===== config.mk =====
export PLATFORM = sky130hd
export DESIGN_NAME = nubus_slave_engine
export DESIGN_NICKNAME = d
export VERILOG_FILES = /design/src/rtl/nubus_pkg.sv /design/src/rtl/nubus_slave_engine.sv
export SDC_FILE = /design/constraint.sdc
export NUM_CORES = 1
export LEC_CHECK = 0
export CAP_MARGIN = 40
export CORE_AREA = 3 3 116 118
export DETAILED_ROUTE_END_ITERATION = 7
export DIE_AREA = 0 0 119 121
export GPL_TIMING_DRIVEN = 0
export HOLD_SLACK_MARGIN = 0.15
export PLACE_DENSITY = 0.73
export SETUP_SLACK_MARGIN = 0.05
export SLEW_MARGIN = 20
export SYNTH_ARGS = -nofsm -noshare
export SYNTH_HDL_FRONTEND = slang
export SYNTH_SLANG_ARGS = --single-unit

===== constraint.sdc =====
create_clock -name clk_3v3 -period 2.7 [get_ports clk_3v3]
set_input_delay 0.27 -clock clk_3v3 [delete_from_list [all_inputs] [get_ports clk_3v3]]
set_output_delay 0.27 -clock clk_3v3 [all_outputs]
set_load 0.02 [all_outputs]

===== src/rtl/nubus_pkg.sv =====
// nubus_pkg: NuBus slave status/transfer-mode encodings, FSM states and start-cycle decode.
package nubus_pkg;
  // Status as driven on the active-low TM1/TM0 lines: {tm1_n, tm0_n}
  localparam logic [1:0] TMN_COMPLETE = 2'b11;
  localparam logic [1:0] TMN_ERROR    = 2'b10;
  // Logical ad[1:0] for tm0 = 0 starts
  localparam logic [1:0] TMADN_HALF0 = 2'b00;
  localparam logic [1:0] TMADN_BLOCK = 2'b01;
  localparam logic [1:0] TMADN_HALF1 = 2'b10;
  localparam logic [1:0] TMADN_WORD  = 2'b11;
  typedef enum logic [2:0] {IDLE, WDATA, REQ, ERR, ACK} state_t;
  typedef struct packed {
    logic       we;
    logic [3:0] be;
    logic       unsup;
  } tm_dec_t;
  function automatic tm_dec_t tm_decode(input logic tm1, input logic tm0, input logic [1:0] a);
    tm_dec_t d;
    d.we    = tm1;
    d.unsup = !tm0 && a == TMADN_BLOCK;
    d.be    = tm0 ? 4'b0001 << a :
              a == TMADN_WORD  ? 4'b1111 :
              a == TMADN_HALF0 ? 4'b0011 :
              a == TMADN_HALF1 ? 4'b1100 : 4'b0000;
    return d;
  endfunction
endpackage


===== src/rtl/nubus_slave_engine.sv =====
// nubus_slave_engine: decodes NuBus START cycles for this slot into single local-bus
// requests and completes each one with a registered one-clock ACK carrying status/data.
module nubus_slave_engine
  import nubus_pkg::*;
#(
  parameter int TIMEOUT_CYCLES = 200,
  parameter int ADDR_W         = 22
) (
  input  logic              clk_3v3,
  input  logic              reset_3v3_n,
  input  logic [3:0]        id_3v3_n,
  input  logic              start_3v3_n,
  input  logic              ack_3v3_n,
  input  logic              tm0_3v3_n,
  input  logic              tm1_3v3_n,
  input  logic [31:0]       ad_3v3_n,
  output logic [31:0]       ad_o_n,
  output logic              ad_oe_n,
  output logic              ack_o_n,
  output logic              ack_oe_n,
  output logic              tm0_o_n,
  output logic              tm1_o_n,
  output logic              tmx_oe_n,
  output logic              mem_valid,
  output logic              mem_we,
  output logic [ADDR_W-1:0] mem_addr,
  output logic [3:0]        mem_be,
  output logic [31:0]       mem_wdata,
  input  logic              mem_ready,
  input  logic              mem_error,
  input  logic [31:0]       mem_rdata,
  output logic              busy
);
  localparam int CW = $clog2(TIMEOUT_CYCLES + 1);
  state_t        state;
  logic [CW-1:0] cnt;
  logic [31:0]   ad;
  tm_dec_t       dec;
  logic          hit, timeout, done, ok;
  assign ad      = ~ad_3v3_n;
  assign dec     = tm_decode(!tm1_3v3_n, !tm0_3v3_n, ad[1:0]);
  // Attention cycles (START with ACK) never address a slave
  assign hit     = !start_3v3_n && ack_3v3_n && ad[31:24] == {4'hF, ~id_3v3_n};
  assign timeout = cnt == CW'(TIMEOUT_CYCLES - 1);
  assign done    = state == ERR || (state == REQ && (mem_ready || timeout));
  assign ok      = state == REQ && mem_ready && !mem_error;
  assign busy    = state != IDLE;
  always_ff @(posedge clk_3v3) begin
    if (!reset_3v3_n) begin
      state     <= IDLE;
      cnt       <= '0;
      ad_o_n    <= '1;
      ad_oe_n   <= 1'b1;
      ack_o_n   <= 1'b1;
      ack_oe_n  <= 1'b1;
      tm0_o_n   <= 1'b1;
      tm1_o_n   <= 1'b1;
      tmx_oe_n  <= 1'b1;
      mem_valid <= 1'b0;
      mem_we    <= 1'b0;
      mem_addr  <= '0;
      mem_be    <= '0;
      mem_wdata <= '0;
    end else if (done) begin
      // A ready in the same cycle as the timeout wins through ok
      state                <= ACK;
      mem_valid            <= 1'b0;
      ack_o_n              <= 1'b0;
      ack_oe_n             <= 1'b0;
      tmx_oe_n             <= 1'b0;
      {tm1_o_n, tm0_o_n}   <= ok ? TMN_COMPLETE : TMN_ERROR;
      ad_oe_n              <= mem_we;
      ad_o_n               <= ok && !mem_we ? ~mem_rdata : '1;
    end else if (state == ACK) begin
      state    <= IDLE;
      ad_o_n   <= '1;
      ad_oe_n  <= 1'b1;
      ack_o_n  <= 1'b1;
      ack_oe_n <= 1'b1;
      tm0_o_n  <= 1'b1;
      tm1_o_n  <= 1'b1;
      tmx_oe_n <= 1'b1;
    end else if (state == IDLE && hit) begin
      state     <= dec.unsup ? ERR : dec.we ? WDATA : REQ;
      mem_valid <= !dec.unsup && !dec.we;
      mem_we    <= dec.we;
      mem_be    <= dec.be;
      mem_addr  <= ad[ADDR_W+1:2];
      cnt       <= '0;
    end else if (state == WDATA) begin
      state     <= REQ;
      mem_wdata <= ad;
      mem_valid <= 1'b1;
      cnt       <= '0;
    end else if (state == REQ) begin
      cnt <= &cnt ? cnt : cnt + CW'(1);
    end
  end
endmodule


# Word level (Yosys, flattened, before mapping)
# Cells that the tools add are included.
# classes
n_reduce_logical	30
n_mux	25
bitwise	7
eq_ne	10
n_mul	0
addsub	1
n_shift	1
div_mod_pow	0
n_lt_le_gt_ge	0
# ops
operator	count
two-way mux 32 bit	3
NOT 32 bit	2
two-way mux 8 bit	4
two-way mux 4 bit	4
two-way mux 3 bit	4
logical AND 1 bit	9
adder 8 x 1 -> 8 bit (second input constant)	1
== test 8 bit	1
== test 8 bit (second input constant)	1
two-way mux 1 bit	8
AND reduction 4 bit	2
AND reduction 8 bit	1
== test 3 x 2 -> 1 bit (second input constant)	2
nonzero test 3 bit	2
logical NOT 1 bit	5
== test 2 bit (second input constant)	2
two-way mux 2 bit	2
NOT 1 bit	4
NOT 4 bit	1
nonzero test 2 bit	2
nonzero test 4 bit	1
left shift 1 x 2 -> 4 bit (first input constant)	1
== test 3 x 1 -> 1 bit (second input constant)	1
== test 3 bit (second input constant)	1
other kinds (9)	10
# word_totals
romBits	0
mem_count	0
ramBits	0
out_inout_bits	99
latchBits	0
reg_bits	107

# Depth between registers and ports, before layout
# logic_depth
word_depth	7
mapped_depth	9
ltp_nobuf	6

# Worst setup path before layout
# Ideal clock, no wire load.
# synth_path
path_type	register -> register
from	register cnt[0]
to	register ad_o_n[11]
required_time_ns	2.571
path_stages_with_launch	9
slack_ns	0.812
t_arrival_ns	1.759
path_cell_list	dfxtp_1 ha_1 and4_1 a2111oi_2 nor3b_2 buf_2 buf_2 o21ai_1 nand2_1
# synth_between
elab_chain_cells	5
# synth_lines
item	line_no	text
from (decl)	nubus_slave_engine.sv:36	logic [CW-1:0] cnt;
from (signal assigned)	nubus_slave_engine.sv:96	cnt <= &cnt ? cnt : cnt + CW'(1);
== test 8 bit (*)	nubus_slave_engine.sv:44	assign timeout = cnt == CW'(TIMEOUT_CYCLES - 1);
logical OR 1 bit (*)	nubus_slave_engine.sv:45	assign done = state == ERR || (state == REQ && (mem_ready || timeout));
logical AND 1 bit (*)	nubus_slave_engine.sv:45	
logical OR 1 bit (*)	nubus_slave_engine.sv:45	
two-way mux 32 bit or nonzero test 2 bit (tied branches)	--	
to (signal assigned)	nubus_slave_engine.sv:73	ad_o_n <= ok && !mem_we ? ~mem_rdata : '1;
to (decl)	nubus_slave_engine.sv:17	output logic [31:0] ad_o_n,
# Every way passes the cells marked *; elsewhere a longest branch is shown, timed or not.
# A chain may end at the register's enable or synchronous reset.

# Final worst setup path
# layout_path
from	register cnt[0]
to	register cnt[3]
# layout_between
elab_chain_cells	6
# layout_lines
item
parallel branches: the longest is 6 deep, another holds adder 8 x 1 -> 8 bit
# Several ways; the timed one is not identified. The select of a mux whose other input is x is not followed.

==> metrics.cfg <==
[timing]
maximum_clock_skew_at_final_layout_ps = 7.27
final.min_clock_period_ps = 2240
fin_crit_sh_pct = 82.8
worstMarginPinSlew_ps = 595
timing.setup.tns_ps = 0
final-max-slew-violation-count = 0
rsz0062_at_grt = no
timing_hold_violations_final = 0
setup_viol_count_final = 0
achievable_freq_mhz = 447
relSlewSlack_pct = 60.3

[clocking]
cts_inserted_buffers = 9
cts.hold.buffers_added = 0
cts.clk_slew.worst_paths_ps = 70
post_cts.resized_instances = 0
tritoncts = built
clk-insertion-delay-late_ps = 340
ctsRootBufferMaster = clkbuf_16
postCtsSetupRepairBufs = 0
ctsHtreeMaxLevel = 3
cts_max_path_buffers = 2
clock_sinks = 106

[logic_synthesis]
netlist_instances = 499
yosysWarnings = 0
yosysUniqueCellTypes = 49
dominantRegCellSynth = dfxtp_1
synth_seq_cells = 106
synth_enable_flop_cells = 0
sequential_to_total_area_share_from_yosys_stat_pct = 49.1
netlist_area_sq_um = 4320
syn_nets = 580
mean_area_per_synthesized_cell_sq_um = 8.66
async_flop_share_pct = 0

[grt]
wire_length_of_the_first_global_routing_pass_um = 20500
grt_antenna_before_repair = 0
track_usage_pct = 17.5
grt-ovfl-total = 0
grt_start_max_net_pins = 18
grt_pass1_vias = 4089

[worst_setup_path]
crit_path_start_kind = flip-flop
worst-endpoint-required_ps = 2930
worstPathArrival_ps = 2460
end_kind = flip-flop
crit_path_max_fanout = 10
worstSetupPathType = flip-flop to flip-flop

[power_and_ir_drop]
net_sw_share_pct = 22.1
total_power_mw = 3.00
comb_power_share_pct = 6.7
seq_power_share_pct = 52.2
power_density_nw_per_um2 = 459
clock_power_share_pct = 41.2
ir_worst_vdd_mv = 0.254
total_switching_power_mw = 0.661
cellInternalPower_mw = 2.34
leakage_nw = 2.59

[drt]
ant_nets = 0
drt-vias-per-instance = 4.85
total_iterations_of_the_first_detailed_routing_run = 4
vias = 4163
totalWireLength_um = 12800
drtIter0Drc = 179
drcViolationCount = 0
post_drt_wl_per_cell_um = 14.9

[floorplanning]
die_height_um = 121
core_area_sq_um = 12600
initial_core_util_pct = 34.4
io_pins = 175
chipWidth_um = 119
floorplan.rows = 41
die-area_sq_um = 14400

[run]
cap_viol_max_count = 0

[placed_design]
post-dp-hpwl_um = 9830
buffer_ports.inserted = 172
gp_congestion = 0.828

[layout]
flow.area_growth_from_synthesis_pct = 51.3
drive_gt1_share_pct = 5.24
most_used_cells_in_the_layout_excluding_fill_and_tap_cells = clkdlybuf4s50_1 (172), dfxtp_1 (106), nand2_1 (79), nor2_1 (69), a211oi_1 (32)
diodes = 0
most_common_cell_after_layout_fill_and_taps_aside = clkdlybuf4s50_1
nFillCells = 1154
final_core_util_pct = 52.0
nets = 763

[min_path]
hp-class = primary input to flip-flop

[run_status]
outcome = completed

## registers in the layout, indices dropped and copies added, names as in the netlist
register   flops
ad_o_n        32
cnt            8
tmx_oe_n       1
ad_oe_n        1
mem_we         1
tm0_o_n        1
mem_be         4
state          3
mem_valid      1
mem_addr      22
mem_wdata     32
## kinds of logic (layout without fill, tap and decap cells)
logic type / count (synthesis) / count (layout) / synth area share, %
compound gates: 98 / 98 / 15.4
fa+ha+maj: 5 / 5 / 1.45
other cells: 1 / 1 / 0.0868
simple gates: 188 / 188 / 19.5
mux: 29 / 29 / 6.72
buf+inv: 68 / 256 / 6.92
flops: 106 / 106 / 49.1
xor+xnor: 4 / 4 / 0.811
## power groups by stage
| stage | logic, mW | registers (mW) | clock network, mW |
|---|---|---|---|
| CTS | 0.199 | 1.56 | 1.27 |
| global placement | 0.196 | 1.60 | 0 |
| finish | 0.200 | 1.56 | 1.23 |
| floorplan | 0.0576 | 1.60 | 0 |
| global route | 0.215 | 1.56 | 1.34 |
| detailed placement | 0.198 | 1.60 | 0 |
## cell usage after synthesis (all sizes together) (2+ instances only)
cell	number	area (sq um)
and2	3	18.8
xnor2	4	35.0
clkbuf	21	78.8
a311o	2	20.0
inv	30	113
nand2	79	297
a21oi	5	25.0
nand4	4	25.0
nor3b	2	25.0
or3	4	25.0
o211ai	5	37.5
dfxtp	106	2120
and3	3	18.8
a2111oi	2	23.8
ha	5	62.6
nor4b	3	26.3
a211oi	33	253
nand4b	3	26.3
o21ai	39	195
a211o	4	35.0
nand3	4	20.0
mux2i	29	290
and4	2	17.5
nor4	3	18.8
buf	17	108
nor2	70	265
nor3	3	15.0
## metal layers
layer | up-vias | global-route usage [%] | part of all wire, % | wire length, um
li1 | 2071 | - | - | -
met1 | 1939 | 20.8 | 42 | 5380
met2 | 134 | 30.3 | 50 | 6470
met3 | 19 | 3.96 | 5.5 | 705
met4 | 0 | 7.17 | 2.1 | 264
met5 | - | 0 | 0 | 0
## final cells by class
cell class	count	area [sq um]	share of cell area (%)
Buffer	38	186	2.85
Clock buffer	11	243	3.72
Clock inverter	5	35.0	0.536
Inverter	30	113	1.72
Multi-Input combinational cell	325	1900	29.1
Sequential cell	106	2120	32.5
Tap cell	172	215	3.29
Timing Repair Buffer	172	1720	26.4
## worst max-delay path, stage by stage (launching register included)
cell and delay (ps):
dfxtp_1 430, ha_1 240, and4_1 340, a2111oi_2 120, nor3b_2 320, buf_2 290, nor2_1 70, a311o_1 320
## through the flow
stage	hold WS, ps	std cells	cell area (sq um)	worst slack, ps
2_1_floorplan	366	499	4320	812
3_3_place_gp	449	843	6260	354
3_5_place_dp	460	843	6260	294
4_1_cts	399	859	6530	492
5_1_grt	462	859	6530	287
6_report	420	859	6530	464
## path summary, 6_finish.rpt
path	from	to	slack [ps]	depth (start not counted)
min reg2reg	mem_be[1]	mem_be[1]	470	2
max reg2reg	cnt[0]	cnt[3]	460	7
max	cnt[0]	cnt[3]	460	7
min	reset_3v3_n	cnt[2]	420	3
(Power assumes the default switching activity.)
